$ cat src/rtl/s4_twiddle_combiner.sv
// Stage-4 twiddle combiner: forms the complex product from four raw partial
// products, rounds it to s0.14 with saturation, and presents a registered sample.
module s4_twiddle_combiner #(
  parameter int IN_W       = 28,
  parameter int OUT_W      = 15,
  parameter int FRAC_SHIFT = 11,
  parameter int OVF_W      = 8
) (
  input  logic                    clk,
  input  logic                    rst,
  input  logic                    in_valid,
  input  logic                    multi_stage,
  input  logic signed [IN_W-1:0]  multi_real,
  input  logic signed [IN_W-1:0]  multi_imag,
  input  logic signed [IN_W-1:0]  multi_real_imag_1,
  input  logic signed [IN_W-1:0]  multi_real_imag_2,
  input  logic                    ovf_clr,
  output logic                    out_valid,
  output logic signed [OUT_W-1:0] out_real,
  output logic signed [OUT_W-1:0] out_imag,
  output logic                    out_sat,
  output logic [OVF_W-1:0]        ovf_count
);

  localparam int SUM_W = IN_W + 1;
  localparam int RND_W = IN_W + 2;

  localparam logic signed [RND_W-1:0] OUT_MAX = RND_W'(2 ** (OUT_W - 1) - 1);
  localparam logic signed [RND_W-1:0] OUT_MIN = ~OUT_MAX;
  localparam logic signed [RND_W-1:0] ROUND   = RND_W'(2 ** (FRAC_SHIFT - 1));
  localparam logic [OVF_W-1:0]        OVF_MAX = '1;

  typedef struct packed {
    logic signed [OUT_W-1:0] val;
    logic                    sat;
  } quant_t;

  // Round half up, drop the twiddle fraction bits, then clip to the s0.14 range.
  function automatic quant_t requant(input logic signed [SUM_W-1:0] s);
    logic signed [RND_W-1:0] r;
    quant_t                  q;
    r = {{(RND_W - SUM_W){s[SUM_W-1]}}, s};
    r = (r + ROUND) >>> FRAC_SHIFT;
    if (r > OUT_MAX) begin
      q.val = OUT_MAX[OUT_W-1:0];
      q.sat = 1'b1;
    end else if (r < OUT_MIN) begin
      q.val = OUT_MIN[OUT_W-1:0];
      q.sat = 1'b1;
    end else begin
      q.val = r[OUT_W-1:0];
      q.sat = 1'b0;
    end
    return q;
  endfunction

  // Stage 1 state
  logic                    valid1_q, valid1_d;
  logic signed [SUM_W-1:0] sum_re_q, sum_re_d;
  logic signed [SUM_W-1:0] sum_im_q, sum_im_d;

  // Stage 2 state
  logic                    out_valid_q, out_valid_d;
  logic signed [OUT_W-1:0] out_real_q,  out_real_d;
  logic signed [OUT_W-1:0] out_imag_q,  out_imag_d;
  logic                    out_sat_q,   out_sat_d;
  logic [OVF_W-1:0]        ovf_count_q, ovf_count_d;

  logic signed [SUM_W-1:0] re_x, im_x, ri1_x, ri2_x;
  quant_t                  q_re, q_im;
  logic                    sat_any;

  assign re_x  = {multi_real[IN_W-1],        multi_real};
  assign im_x  = {multi_imag[IN_W-1],        multi_imag};
  assign ri1_x = {multi_real_imag_1[IN_W-1], multi_real_imag_1};
  assign ri2_x = {multi_real_imag_2[IN_W-1], multi_real_imag_2};

  assign q_re    = requant(sum_re_q);
  assign q_im    = requant(sum_im_q);
  assign sat_any = q_re.sat | q_im.sat;

  always_comb begin
    // NOTE: every _d gets a hold default first so no path leaves it unassigned
    // and no latch is inferred.
    valid1_d    = in_valid;
    sum_re_d    = sum_re_q;
    sum_im_d    = sum_im_q;
    out_valid_d = valid1_q;
    out_real_d  = out_real_q;
    out_imag_d  = out_imag_q;
    out_sat_d   = out_sat_q;
    ovf_count_d = ovf_count_q;

    if (in_valid) begin
      if (multi_stage) begin
        sum_re_d = re_x - im_x;
        sum_im_d = ri1_x + ri2_x;
      end else begin
        sum_re_d = re_x;
        sum_im_d = ri2_x;
      end
    end

    if (valid1_q) begin
      out_real_d = q_re.val;
      out_imag_d = q_im.val;
      out_sat_d  = sat_any;
    end

    // Clear wins over a same-cycle overflow event.
    if (ovf_clr) begin
      ovf_count_d = '0;
    end else if (valid1_q && sat_any && ovf_count_q != OVF_MAX) begin
      ovf_count_d = ovf_count_q + OVF_W'(1);
    end
  end

  // NOTE: data registers are plain flops, not a memory, so they are cleared on
  // reset along with the valids; stale data never leaks out after a reset.
  always_ff @(posedge clk or posedge rst) begin
    if (rst) begin
      valid1_q    <= 1'b0;
      sum_re_q    <= '0;
      sum_im_q    <= '0;
      out_valid_q <= 1'b0;
      out_real_q  <= '0;
      out_imag_q  <= '0;
      out_sat_q   <= 1'b0;
      ovf_count_q <= '0;
    end else begin
      // NOTE: non-blocking so every flop samples the pre-edge value of the others.
      valid1_q    <= valid1_d;
      sum_re_q    <= sum_re_d;
      sum_im_q    <= sum_im_d;
      out_valid_q <= out_valid_d;
      out_real_q  <= out_real_d;
      out_imag_q  <= out_imag_d;
      out_sat_q   <= out_sat_d;
      ovf_count_q <= ovf_count_d;
    end
  end

  assign out_valid = out_valid_q;
  assign out_real  = out_real_q;
  assign out_imag  = out_imag_q;
  assign out_sat   = out_sat_q;
  assign ovf_count = ovf_count_q;

endmodule

$ cat config.mk
export PLATFORM = sky130hd
export DESIGN_NAME = s4_twiddle_combiner
export DESIGN_NICKNAME = d
export VERILOG_FILES = /design/src/rtl/s4_twiddle_combiner.sv
export SDC_FILE = /design/constraint.sdc
export NUM_CORES = 1
export LEC_CHECK = 0
export BUFFER_PORTS_ARGS = -buffer_cell sky130_fd_sc_hd__buf_2
export CAP_MARGIN = 15
export CORE_MARGIN = 2
export CORE_UTILIZATION = 34
export DETAILED_ROUTE_END_ITERATION = 12
export GPL_TIMING_DRIVEN = 0
export PLACE_DENSITY = 0.58
export SLEW_MARGIN = 20
export SYNTH_ARGS = -nofsm -noshare
export SYNTH_HDL_FRONTEND = slang
export SYNTH_SLANG_ARGS = --single-unit
$ cat constraint.sdc
create_clock -name clk -period 2.5 [get_ports clk]
set_input_delay 0 -clock clk [delete_from_list [all_inputs] [get_ports clk]]
set_output_delay 0 -clock clk [all_outputs]
set_load 0.1 [all_outputs]
==> impl_metrics.json <==
{
  "status": "complete, but fails checks",
  "violations": "DRC",
  "num_vias": 6011,
  "worstSetupEndpointType": "flop",
  "fmax_mhz": 411,
  "synth.area.top_cells": "dfrtp_1 (31%), ha_1 (11%), xnor2_1 (5.0%)",
  "synth_top_area_share_pct": 31.3,
  "cts-root-buf": "clkbuf_16",
  "synthMuxAreaShare_pct": 3.17,
  "arrival_ns": 2.64,
  "numCtsBuffers": 9,
  "synth_simple_gate_area_share_pct": 17.8,
  "synthCells": 722,
  "hold_end": "ovf_count[5]$_DFFE_PP0P_",
  "setup_viol": 0,
  "syn_area_sq_um": 6310,
  "drc": 1,
  "insertion_delay_ns": 0.34,
  "grt_pass1_wl_um": 28600,
  "gp_congestion": 0.833,
  "totalPowerFinal_uw": 5450,
  "dieWidth_um": 140,
  "min_from": "ovf_clr",
  "p_per_area_nw_per_um2": 666,
  "ys.flop_type": "dfrtp_1",
  "gr-total-overflow": 0,
  "startpoint_type": "flop",
  "synth_fp_nets": 896,
  "drt_iter0_markers": 348,
  "path_class": "flop to flop",
  "gr-usage-all-layers_pct": 17.9,
  "firstDrtPassIters": 9,
  "grt_pass1_vias": 5632,
  "final_cell_mix": "buf_2 (157), dfrtp_1 (70), ha_1 (55)",
  "critPathMaxFanout": 4,
  "reg2reg_depth": 11,
  "portBuffers": 154,
  "synth_edf_count": 0,
  "pre_cts_ws_ns": -0.237,
  "hold_slack_ns": 0.0269,
  "synthDistinctLibCells": 62,
  "holdCritPathClass": "input port to flop",
  "antenna_found_initial": 1,
  "worst_pin_slew_ns": 0.840,
  "clkTransAtPathRegs_ns": 0.06,
  "p_leak_uw": 0.00373,
  "n_antenna_cell": 0,
  "drv_cap": 0,
  "drt_wl_total_um": 17700,
  "ant_nets": 0,
  "min_period_ns": 2.43,
  "start_util_pct": 34.9,
  "synthXorXnorAreaFrac_pct": 7.64,
  "maxSlewViolCount": 0,
  "avgSynthCellArea_sq_um": 8.74,
  "synth_fa_ha_area_share_pct": 11.3,
  "via_per_inst": 5.20,
  "final_common_cell": "buf_2",
  "reg2reg_from": "sum_im_q[11]$_DFFE_PP0P_",
  "async_flop_share_pct": 100,
  "area_growth_pct": 29.7,
  "synth_compound_area_share_pct": 23.8,
  "r2r-end": "ovf_count[4]$_DFFE_PP0P_",
  "h-tree-depth": 3,
  "max_slew_margin_pct": 44.0,
  "hold_depth": 2,
  "rsz0062_at_grt": "yes",
  "clkSinkCount": 79,
  "timing.final.crit_share_pct": 97.4,
  "synth_top_family_by_area": "compound AO/OA/AOI/OAI gates",
  "yosysWarnings": 0,
  "yosys.area.top_type": "dfrtp_1",
  "cts_tree": "yes",
  "final_nets": 1096,
  "clk_path_buf_depth": 2,
  "fin_ws_ns": 0.0661,
  "skew_ns": 0.00794,
  "ys_seq_area_share_pct": 31.3,
  "dieArea_sq_um": 19700,
  "ir_drop_mv": 0.298,
  "wl_per_cell_um": 15.3,
  "drive_above_1_share_pct": 25.1,
  "crit_required_ns": 2.71,
  "dp_hpwl_um": 14200,
  "coreArea_sq_um": 18100,
  "pin_count": 157,
  "std_cell_rows": 49,
  "ys_ff_latch": 79,
  "r2r_setup_slack_ns": 0.07,
  "grt_max_degree": 44,
  "die_y_um": 140,
  "finalHoldViolCount": 0
}
per-stage QoR:
step | setup TNS, ns | instances | utilization (%) | cell area (sq um)
2_1_floorplan | 0 | 722 | - | 6310
3_3_place_gp | -47.88 | 1105 | 40.7 | 7360
3_5_place_dp | -3.00 | 1106 | 40.8 | 7390
4_1_cts | 0 | 1146 | 44.0 | 7960
5_1_grt | -0.448 | 1156 | 45.2 | 8180
6_report | 0 | 1156 | 45.2 | 8180
layer usage:
layer | part of all wire [%] | GRT usage [%]
met5 | 0.074 | 0
met4 | 1.6 | 5.26
met3 | 5.4 | 3.11
met2 | 45 | 28.5
met1 | 48 | 25.0
registers in the layout (all words and copies together), names as in the netlist:
name and cells:
sum_re_q 19, out_sat 1, out_valid 1, sum_im_q 19
out_valid_d 1, out_real 15, ovf_count 8, out_imag 15
synth_stat cells, types with 5 or more instances:
cell type and count:
xor2_1 19, o211ai_1 31, o21a_1 28, nor2_1 55, and3_1 13, ha_1 57
xnor2_1 36, a221o_1 7, a21oi_1 46, nor3b_1 5, nor3_1 16, mux2i_1 20
nand2_1 33, nand3_1 36, a211oi_1 6, dfrtp_1 79, a21o_1 16, clkbuf_1 27
nand4_1 12, inv_1 49, a31oi_1 12, or3_1 9, nand2b_1 5, o21ai_0 30
a22oi_1 12, nor2b_1 5, or2_2 5
final cells by class:
cell class | instances | area, sq um
timing repair buffer | 192 | 1130
fill | 1817 | 9910
clock buffer | 10 | 229
sequential | 79 | 1990
inverter | 49 | 186
clock inverter | 6 | 85.1
multi-input combinational | 562 | 4160
tap | 229 | 287
buffer | 29 | 115
critical path: stages, from the launching register on:
cell	delay, ns
dfrtp_1	0.39
ha_2	0.22
nand4_1	0.18
nor3_4	0.21
buf_6	0.13
nand4b_1	0.08
and4b_2	0.26
a2111oi_4	0.33
buf_2	0.22
nor3_1	0.07
xnor2_1	0.16
nor2_1	0.05
kinds of logic after synthesis:
kind of cell,Yosys count
AO/OA/AOI/OAI,218
AND/OR/NAND/NOR,212
buffers and inverters,81
flip-flops,79
adder cells (fa/ha/maj),57
XOR/XNOR,55
multiplexers,20
what timing repair did:
item | CTS | global route
gates cloned | 0 | 1
endpoints found under the setup margin | 19 | 33
setup buffers | 4 | 11
pin swaps | 3 | 14
hold buffers | 21 | 0
endpoints found under the hold margin | 57 | 0
gates resized for setup | 7 | 37
where the power goes:
| part | switching, uW | internal [uW] | total (uW) |
|---|---|---|---|
| Clock | 506 | 870 | 1380 |
| Combinational | 1640 | 728 | 2370 |
| Sequential | 208 | 1500 | 1700 |
worst max path at each step:
stage                                         from                       end  slack, ns  depth (start not counted)
final                     sum_im_q[11]$_DFFE_PP0P_  ovf_count[4]$_DFFE_PP0P_       0.07                         11
after global routing      sum_im_q[11]$_DFFE_PP0P_  ovf_count[2]$_DFFE_PP0P_      -0.09                         11
after CTS                 sum_re_q[10]$_DFFE_PP0P_  ovf_count[0]$_DFFE_PP0P_       0.03                         10
after detailed placement  sum_re_q[10]$_DFFE_PP0P_  ovf_count[0]$_DFFE_PP0P_      -0.24                         10
after global placement                         rst  sum_im_q[11]$_DFFE_PP0P_      -0.59                          2
after floorplan           sum_re_q[10]$_DFFE_PP0P_  ovf_count[2]$_DFFE_PP0P_       0.16                         10
Power figures use the tool's default switching activity.
